**src/rtl/mem_harness_ctrl.sv**
```systemverilog
// Run controller for RAM-backed HLS kernels: preloads operands over the RAM debug write port,
// releases the kernel until it reports valid, then checks result words against an expected table.
module mem_harness_ctrl #(
    parameter int unsigned ADDR_W     = 5,
    parameter int unsigned DATA_W     = 32,
    parameter int unsigned N_INIT     = 12,
    parameter int unsigned CHECK_BASE = 12,
    parameter int unsigned N_CHECK    = 3,
    parameter int unsigned MAX_RUN    = 100
) (
    input  logic              clk_i,
    input  logic              rst_ni,
    input  logic              start_i,
    output logic [ADDR_W-1:0] tbl_idx_o,
    input  logic [DATA_W-1:0] tbl_init_data_i,
    input  logic [DATA_W-1:0] tbl_exp_data_i,
    output logic              dbg_wr_en_o,
    output logic [ADDR_W-1:0] dbg_wr_addr_o,
    output logic [DATA_W-1:0] dbg_wr_data_o,
    output logic [ADDR_W-1:0] dbg_addr_o,
    input  logic [DATA_W-1:0] dbg_data_i,
    output logic              dut_rst_o,
    input  logic              dut_valid_i,
    output logic              done_o,
    output logic              pass_o,
    output logic [1:0]        fail_code_o,
    output logic [ADDR_W-1:0] fail_idx_o,
    output logic [31:0]       run_cycles_o
);

    // One extra bit so k can count a full 2^ADDR_W-word table without wrapping.
    localparam int unsigned       KW        = ADDR_W + 1;
    localparam logic [KW-1:0]     LastInit  = KW'(N_INIT - 1);
    localparam logic [KW-1:0]     LastCheck = KW'(N_CHECK - 1);
    localparam logic [ADDR_W-1:0] Base      = ADDR_W'(CHECK_BASE);
    localparam logic [31:0]       MaxRun    = 32'(MAX_RUN);

    localparam logic [1:0] FailNone    = 2'd0;
    localparam logic [1:0] FailTimeout = 2'd1;
    localparam logic [1:0] FailData    = 2'd2;
    localparam logic [1:0] FailValid   = 2'd3;

    typedef enum logic [2:0] {StIdle, StLoad, StRun, StCheck, StDone} state_e;

    state_e            state_q, state_d;
    logic [KW-1:0]     k_q, k_d;
    logic              cmp_q, cmp_d;
    logic              wr_en_q, wr_en_d;
    logic [ADDR_W-1:0] wr_addr_q, wr_addr_d;
    logic [DATA_W-1:0] wr_data_q, wr_data_d;
    logic [ADDR_W-1:0] rd_addr_q, rd_addr_d;
    logic              dut_rst_q, dut_rst_d;
    logic              done_q, done_d;
    logic              pass_q, pass_d;
    logic [1:0]        fail_code_q, fail_code_d;
    logic [ADDR_W-1:0] fail_idx_q, fail_idx_d;
    logic [31:0]       run_q, run_d;

    logic [ADDR_W-1:0] chk_addr;
    logic [31:0]       run_inc;
    logic              launch;

    assign chk_addr = Base + k_q[ADDR_W-1:0];
    assign run_inc  = (run_q == '1) ? run_q : run_q + 32'd1;
    assign launch   = start_i && ((state_q == StIdle) || (state_q == StDone));

    always_comb begin
        state_d     = state_q;
        k_d         = k_q;
        cmp_d       = cmp_q;
        wr_en_d     = 1'b0;
        wr_addr_d   = wr_addr_q;
        wr_data_d   = wr_data_q;
        rd_addr_d   = rd_addr_q;
        dut_rst_d   = dut_rst_q;
        done_d      = done_q;
        pass_d      = pass_q;
        fail_code_d = fail_code_q;
        fail_idx_d  = fail_idx_q;
        run_d       = run_q;
        tbl_idx_o   = '0;

        unique case (state_q)
            StIdle: begin
                dut_rst_d = 1'b1;
            end
            StLoad: begin
                tbl_idx_o = k_q[ADDR_W-1:0];
                wr_en_d   = 1'b1;
                wr_addr_d = k_q[ADDR_W-1:0];
                wr_data_d = tbl_init_data_i;
                dut_rst_d = 1'b1;
                if (k_q == LastInit) begin
                    state_d = StRun;
                    k_d     = '0;
                end else begin
                    k_d = k_q + KW'(1);
                end
            end
            StRun: begin
                dut_rst_d = 1'b0;
                if (dut_valid_i) begin
                    state_d = StCheck;
                    k_d     = '0;
                    cmp_d   = 1'b0;
                end else begin
                    run_d = run_inc;
                    if (run_inc >= MaxRun) begin
                        state_d     = StDone;
                        done_d      = 1'b1;
                        fail_code_d = FailTimeout;
                    end
                end
            end
            StCheck: begin
                dut_rst_d = 1'b0;
                tbl_idx_o = chk_addr;
                if (!cmp_q) begin
                    // First cycle only issues the read; the compare pipeline starts next cycle.
                    rd_addr_d = chk_addr;
                    cmp_d     = 1'b1;
                    if (!dut_valid_i) begin
                        state_d     = StDone;
                        done_d      = 1'b1;
                        fail_code_d = FailValid;
                    end else if (N_CHECK == 0) begin
                        state_d = StDone;
                        done_d  = 1'b1;
                        pass_d  = 1'b1;
                    end
                end else if (dbg_data_i != tbl_exp_data_i) begin
                    state_d     = StDone;
                    done_d      = 1'b1;
                    fail_code_d = FailData;
                    fail_idx_d  = chk_addr;
                end else if (!dut_valid_i) begin
                    state_d     = StDone;
                    done_d      = 1'b1;
                    fail_code_d = FailValid;
                end else if (k_q == LastCheck) begin
                    state_d = StDone;
                    done_d  = 1'b1;
                    pass_d  = 1'b1;
                end else begin
                    k_d       = k_q + KW'(1);
                    rd_addr_d = chk_addr + ADDR_W'(1);
                end
            end
            StDone: begin
                dut_rst_d = 1'b0;
            end
            default: begin
                state_d = StIdle;
            end
        endcase

        if (launch) begin
            state_d     = (N_INIT == 0) ? StRun : StLoad;
            k_d         = '0;
            cmp_d       = 1'b0;
            dut_rst_d   = 1'b1;
            done_d      = 1'b0;
            pass_d      = 1'b0;
            fail_code_d = FailNone;
            fail_idx_d  = '0;
            run_d       = '0;
        end
    end

    always_ff @(posedge clk_i or negedge rst_ni) begin
        if (!rst_ni) begin
            state_q     <= StIdle;
            k_q         <= '0;
            cmp_q       <= 1'b0;
            wr_en_q     <= 1'b0;
            wr_addr_q   <= '0;
            wr_data_q   <= '0;
            rd_addr_q   <= '0;
            dut_rst_q   <= 1'b1;
            done_q      <= 1'b0;
            pass_q      <= 1'b0;
            fail_code_q <= FailNone;
            fail_idx_q  <= '0;
            run_q       <= '0;
        end else begin
            state_q     <= state_d;
            k_q         <= k_d;
            cmp_q       <= cmp_d;
            wr_en_q     <= wr_en_d;
            wr_addr_q   <= wr_addr_d;
            wr_data_q   <= wr_data_d;
            rd_addr_q   <= rd_addr_d;
            dut_rst_q   <= dut_rst_d;
            done_q      <= done_d;
            pass_q      <= pass_d;
            fail_code_q <= fail_code_d;
            fail_idx_q  <= fail_idx_d;
            run_q       <= run_d;
        end
    end

    assign dbg_wr_en_o   = wr_en_q;
    assign dbg_wr_addr_o = wr_addr_q;
    assign dbg_wr_data_o = wr_data_q;
    assign dbg_addr_o    = rd_addr_q;
    assign dut_rst_o     = dut_rst_q;
    assign done_o        = done_q;
    assign pass_o        = pass_q;
    assign fail_code_o   = fail_code_q;
    assign fail_idx_o    = fail_idx_q;
    assign run_cycles_o  = run_q;

endmodule

```
**config.mk**
```make
export PLATFORM = sky130hd
export DESIGN_NAME = mem_harness_ctrl
export DESIGN_NICKNAME = d
export VERILOG_FILES = /design/src/rtl/mem_harness_ctrl.sv
export SDC_FILE = /design/constraint.sdc
export NUM_CORES = 1
export LEC_CHECK = 0
export ABC_AREA = 1
export BUFFER_PORTS_ARGS = -buffer_cell sky130_fd_sc_hd__buf_2
export CORE_MARGIN = 5
export CORE_UTILIZATION = 51
export DETAILED_ROUTE_END_ITERATION = 6
export PLACE_DENSITY = 0.78
export SYNTH_ARGS = -nofsm -noshare
export SYNTH_HDL_FRONTEND = slang
export SYNTH_SLANG_ARGS = --single-unit
```
**constraint.sdc**
```tcl
create_clock -name clk_i -period 2.8 [get_ports clk_i]
set_clock_uncertainty 0.1 [all_clocks]
set_input_delay 0 -clock clk_i [delete_from_list [all_inputs] [get_ports clk_i]]
set_output_delay 0 -clock clk_i [all_outputs]
set_load 0.05 [all_outputs]
```
==> flow_summary.toml, run 1 <==
[setup_path]
slowest_delay_ns = 0.45
crit_required_ns = 2.98
start_kind = "flip-flop"
worstPathCellList = "ha_1, inv_2, nor2_8, nand2_8, nor2_8, nand2_4, o21ai_0, nand3_1, nand3_1, nor2_1, nand3_1, nand2_2, nand2_1, o21ai_1"
reg2reg_slack_ns = 0.32
crit_buf_inv = 1
crit_type = "flip-flop to flip-flop"
endpoint_kind = "flip-flop"
cp_slowest_cell = "dfrtp_1"
cp_common_cell = "nand3_1"
arrival_ns = 2.66
path_max_fanout = 26
cpLargestDelayFamily = "simple AND/OR/NAND/NOR gates"

[yosys]
ys_ff_latch = 95
synth-seq-area-share_pct = 41.4
synth_top_cell_by_area = "dfrtp_1"
synth_nets = 910
synth_top_area_share_pct = 40.9
synth_warnings = 0
synthCells = 803
syn_area_mm2 = 0.00574
avgSynthCellArea_um2 = 7.15
ys_types = 40
netlist_top_cells_area = "dfrtp_1 41%, nand2_1 19%, nor2_1 6.0%"

[timing]
rsz0062_at_grt = "false"
hold_viol = 0
tightest_slew_ns = 1.08
maxSlewViolCount = 0
fin_setup_tns_ns = 0
setup_ws_ns = 0.315
fin_crit_sh_pct = 88.7
worst_hold_slack_ns = 0.0688
fmax_mhz = 402
worst_slew_margin_rel_pct = 27.8
period_needed_ns = 2.48
finalSetupViolations = 0

[global_route]
grt_pass1_wl_um = 29000
grt_usage_pct = 27.3
gr-total-overflow = 0
grt_pass1_vias = 6075
antenna_found_initial = 0
grt_max_degree = 85

[final_layout]
finalNonFillerCells = 1171
layout.nets = 1132
drive_above_1_share_pct = 24.3
fillers = 980
layout_commonest_cell = "nand2_1"
syn_to_final_growth_pct = 30.3
multi_input_area_mm2 = 0.00303
final_cell_mix = "288 x nand2_1, 188 x buf_2, 94 x dfrtp_1"
seqCellArea_mm2 = 0.00238

[clock_network]
cts_buffer_depth = 2
clk_latency_ns = 0.35
cts_resized = 0
cts.sinks = 95
cts_inserted_buffers = 9
cts_root_buf = "clkbuf_16"
cts_tree = "yes"
htree_levels = 3
clk_pin_slew_ns = 0.07

[power]
intPower_mw = 2.26
irDropWorstVdd_v = 0.000368
combinationalPowerShare_pct = 16.7
p_clk_share_pct = 37.9
p_sw_share_pct = 30.4
total_power_mw = 3.24
p_switching_mw = 0.986
power.density_mw_per_mm2 = 433
p_leak_nw = 3.89
p_seq_share_pct = 45.4

[floorplan]
fp.dieH_um = 116
coreArea_mm2 = 0.0109
num_rows = 38
ios = 190
die-area_mm2 = 0.0135
initial_core_util_pct = 52.5
die_w_um = 116

[place]
post-dp-hpwl_um = 13000
dp_cells = 1120
portBuffers = 189
dp_slack_ns = 0.353
place.gp.congestion = 0.962

[detailed_routing]
routed_wl_um = 17700
drt_pass1_iterations = 5
ant_nets = 0
route.detailed.drc = 0
via_count = 6176
wire_per_inst_um = 15.1
drt-initial-drc-count = 501
vias_per_cell = 5.27

[status]
status = "completed"

[job]
cap_violations = 0

[worst_hold_path]
min_path_type = "primary input to flip-flop"
flip-flops by register name, indices dropped and copies added, names as in the netlist:
register,count
fail_idx_o,5
dut_rst_o,1
k_q,6
fail_code_o,2
dbg_addr_o,5
pass_o,1
run_cycles_o,32
done_o,1
state_q,3
dbg_wr_en_o,1
dbg_wr_addr_o,5
cmp_q,1
dbg_wr_data_o,32
through the flow:
stage	cell area (um^2)	utilization [%]
finish	7480	68.4
global route	7480	68.4
CTS	7480	68.4
floorplan	5740	-
global placement	6850	62.6
detailed placement	6850	62.6
per-layer routing:
| layer | wire, um | share of wire, % | vias up | track usage [%] |
|---|---|---|---|---|
| li1 | - | - | 2982 | - |
| met1 | 7140 | 40 | 2864 | 35.1 |
| met2 | 8630 | 49 | 282 | 45.7 |
| met3 | 1310 | 7.4 | 48 | 5.13 |
| met4 | 604 | 3.4 | 0 | 11.3 |
| met5 | 0 | 0 | - | 0 |
Yosys cell counts:
master and n:
nand2_1 288, dfrtp_1 94, nor2_1 92, inv_1 64, nand3_1 48, o21ai_0 44
xor2_1 32, a21oi_1 26, nor2_2 12, clkbuf_1 10, nand2_2 9, o22ai_1 9
buf_2 7, ha_1 7, nand4_1 7, nor3b_1 5, or2_0 5, nor2_4 4
nor3_1 4, a21o_1 3, buf_1 3, clkinv_1 3, nor2_8 3, xnor2_1 3
nand2_4 2, nand3b_1 2, o211ai_1 2, o21ai_1 2, o31ai_1 2, a22o_1 1
and2_1 1, dfstp_2 1, inv_2 1, nand2_8 1, nand3_2 1, nor4_1 1
o2111ai_1 1, o21a_1 1, or2_2 1, xor2_2 1
path summary, 6_finish.rpt:
| path | startpoint | end | cells after the start |
|---|---|---|---|
| worst max-delay path | run_cycles_o[0] | state_q[1] | 14 |
| worst min-delay path | dut_valid_i | fail_code_o[1] | 4 |
| worst max register to register | run_cycles_o[0] | state_q[1] | 14 |
| worst min register to register | dbg_wr_data_o[12] | dbg_wr_data_o[12] | 2 |
| max in group asynchronous | rst_ni | dbg_wr_data_o[12] | 3 |
| min in group asynchronous | rst_ni | run_cycles_o[7] | 2 |
worst reg2reg max path: stages (launching register included):
cell	delay, ns
dfrtp_1	0.45
ha_1	0.30
inv_2	0.13
nor2_8	0.07
nand2_8	0.12
nor2_8	0.06
nand2_4	0.24
o21ai_0	0.18
nand3_1	0.12
nand3_1	0.10
nor2_1	0.20
nand3_1	0.13
nand2_2	0.10
nand2_1	0.05
o21ai_1	0.07
timing repair:
action	4_1_cts	5_1_grt
hold buffers	34	0
buffers inserted	0	0
endpoints found under the hold margin	114	0
power by group through the flow:
stage               sequential, mW  clock, mW  combinational, mW
global route                  1.48       1.30              0.590
global placement              1.49          0              0.497
detailed placement            1.50          0              0.502
finish                        1.47       1.23              0.541
CTS                           1.47       1.25              0.539
floorplan                     1.66          0              0.141
final cells by class:
type	count	area share, %
Antenna cell	1	0.0334
Tap cell	140	2.34
Clock buffer	10	3.19
Multi-Input combinational cell	620	40.5
Sequential cell	95	31.8
Timing Repair Buffer	231	18.0
Inverter	68	3.41
Clock inverter	6	0.752
cells by family after synthesis:
logic type | Yosys count | share of synthesized area (%)
AO/OA/AOI/OAI | 91 | 8.60
XOR/XNOR | 36 | 5.62
adder cells (fa/ha/maj) | 7 | 1.52
buffers and inverters | 88 | 5.90
flip-flops | 95 | 41.4
AND/OR/NAND/NOR | 486 | 36.9
No activity file was read; power rests on OpenSTA's default activity.
==> run 2: changes to the inputs <==
--- a/config.mk
+++ b/config.mk
@@ -10,7 +10,7 @@
 export CORE_MARGIN = 5
 export CORE_UTILIZATION = 51
 export DETAILED_ROUTE_END_ITERATION = 6
-export PLACE_DENSITY = 0.78
+export PLACE_DENSITY = 0.81
 export SYNTH_ARGS = -nofsm -noshare
 export SYNTH_HDL_FRONTEND = slang
 export SYNTH_SLANG_ARGS = --single-unit
==> flow_summary.toml, run 2 (synthesized netlist as in run 1, its figures left out) <==
[status]
status = "completed"

[timing]
worst_hold_slack_ns = 0.0366
finalSetupViolations = 0
hold_viol = 0
period_needed_ns = 2.48
fin_setup_tns_ns = 0
fin_crit_sh_pct = 88.4
tightest_slew_ns = 0.529
rsz0062_at_grt = "false"
maxSlewViolCount = 0
worst_slew_margin_rel_pct = 64.7
setup_ws_ns = 0.324
fmax_mhz = 404

[clock_network]
cts.sinks = 95
postCtsSetupBuffers = 0
clk_pin_slew_ns = 0.07
cts_root_buf = "clkbuf_16"
cts_buffer_depth = 2
htree_levels = 3
clk_latency_ns = 0.36
cts_tree = "yes"
cts_inserted_buffers = 9

[worst_hold_path]
min_path_type = "primary input to flip-flop"
whs_path_depth = 4
min-delay-start = "dut_valid_i"
hold_end = "fail_code_o[1]"

[global_route]
gr-total-overflow = 0
grt_pass1_wl_um = 29100
grt_pass1_vias = 6042
antenna_found_initial = 0
grt_max_degree = 96
grt_usage_pct = 27.5

[setup_path]
cpLargestDelayFamily = "simple AND/OR/NAND/NOR gates"
r2r-start = "run_cycles_o[0]"
crit_buf_inv = 1
crit_type = "flip-flop to flip-flop"
rr_endpoint = "fail_code_o[1]"
r2r.worst_path.cells = 14
arrival_ns = 2.59
cp_slowest_cell = "dfrtp_1"
cp_common_cell = "nand3_1"
slowest_delay_ns = 0.47
reg2reg_slack_ns = 0.32
worstPathCellList = "ha_1, inv_2, nor2_8, nand2_8, nor2_8, nand2_4, o21ai_0, nand3_1, nand3_1, nor2_1, nand3_2, nand2_2, nand2_1, nand3_1"
path_max_fanout = 26
cp.depth = 14
endpoint_kind = "flip-flop"
start_kind = "flip-flop"
crit_required_ns = 2.92

[final_layout]
final_cell_mix = "288 x nand2_1, 188 x buf_2, 94 x dfrtp_1"
fillers = 945
drive_above_1_share_pct = 24.2
layout_commonest_cell = "nand2_1"
layout.nets = 1131
fin_area_mm2 = 0.00751
seqCellArea_mm2 = 0.00238
multi_input_area_mm2 = 0.00303
syn_to_final_growth_pct = 30.7

[place]
place.gp.congestion = 1.00
portBuffers = 189
dpl_cell_area_mm2 = 0.00685
post-dp-hpwl_um = 12700
dp_slack_ns = 0.376

[floorplan]
ios = 190
coreArea_mm2 = 0.0109
initial_core_util_pct = 52.5
fp.dieH_um = 116
num_rows = 38
die-area_mm2 = 0.0135
die_w_um = 116

[detailed_routing]
route.detailed.drc = 0
vias_per_cell = 5.21
via_count = 6104
routed_wl_um = 17900
ant_nets = 0
drt-initial-drc-count = 466
drt_pass1_iterations = 5
wire_per_inst_um = 15.3

[power]
p_leak_nw = 3.89
irDropWorstVdd_v = 0.000474
power.density_mw_per_mm2 = 442

[job]
cap_violations = 0
run 2: power by group:
group | leakage (nW) | internal (mW) | switching, mW
sequential | 1.16 | 1.42 | 0.0530
clock | 0.155 | 0.714 | 0.590
combinational | 2.58 | 0.187 | 0.357
run 2: worst reg2reg max path: stages, from the launching register on:
cell and delay (ns):
dfrtp_1 0.47, ha_1 0.30, inv_2 0.09, nor2_8 0.18, nand2_8 0.10, nor2_8 0.15, nand2_4 0.18, o21ai_0 0.18
nand3_1 0.11, nand3_1 0.11, nor2_1 0.07, nand3_2 0.09, nand2_2 0.07, nand2_1 0.06, nand3_1 0.07
run 2: area by class of cell:
class,instances,area share (%)
Clock inverter,7,1.12
Inverter,68,3.40
Sequential cell,95,31.7
Clock buffer,9,3.00
Timing Repair Buffer,230,18.0
Tap cell,140,2.33
Antenna cell,2,0.0667
Multi-Input combinational cell,620,40.4
run 2: how the worst max path moves through the flow:
stage | from | end | slack (ns)
2_1_floorplan | run_cycles_o[0] | fail_code_o[1] | 0.32
3_3_place_gp | run_cycles_o[0] | state_q[2] | 0.47
3_5_place_dp | run_cycles_o[0] | fail_code_o[1] | 0.38
4_1_cts | run_cycles_o[0] | state_q[1] | 0.35
5_1_grt | run_cycles_o[0] | state_q[1] | 0.12
6_report | run_cycles_o[0] | fail_code_o[1] | 0.32
run 2: layer usage:
layer | share of wire (%) | GRT usage [%] | vias to the layer above
met3 | 7.1 | 6.53 | 40
li1 | - | - | 2992
met2 | 50 | 47.4 | 241
met1 | 40 | 34.0 | 2831
met5 | 0 | 0 | -
met4 | 3.1 | 9.44 | 0
run 2: what timing repair did:
| action | 4_1_cts | 5_1_grt |
|---|---|---|
| gates resized for setup | 0 | 0 |
| hold buffers | 34 | 0 |
| hold endpoints to repair | 128 | 0 |
run 2: metrics by stage:
step	power, mW	utilization [%]	instances
2_1_floorplan	1.80	-	803
3_3_place_gp	1.99	62.7	1119
3_5_place_dp	2.00	62.7	1119
4_1_cts	3.35	68.6	1169
5_1_grt	3.45	68.6	1169
6_report	3.32	68.6	1171
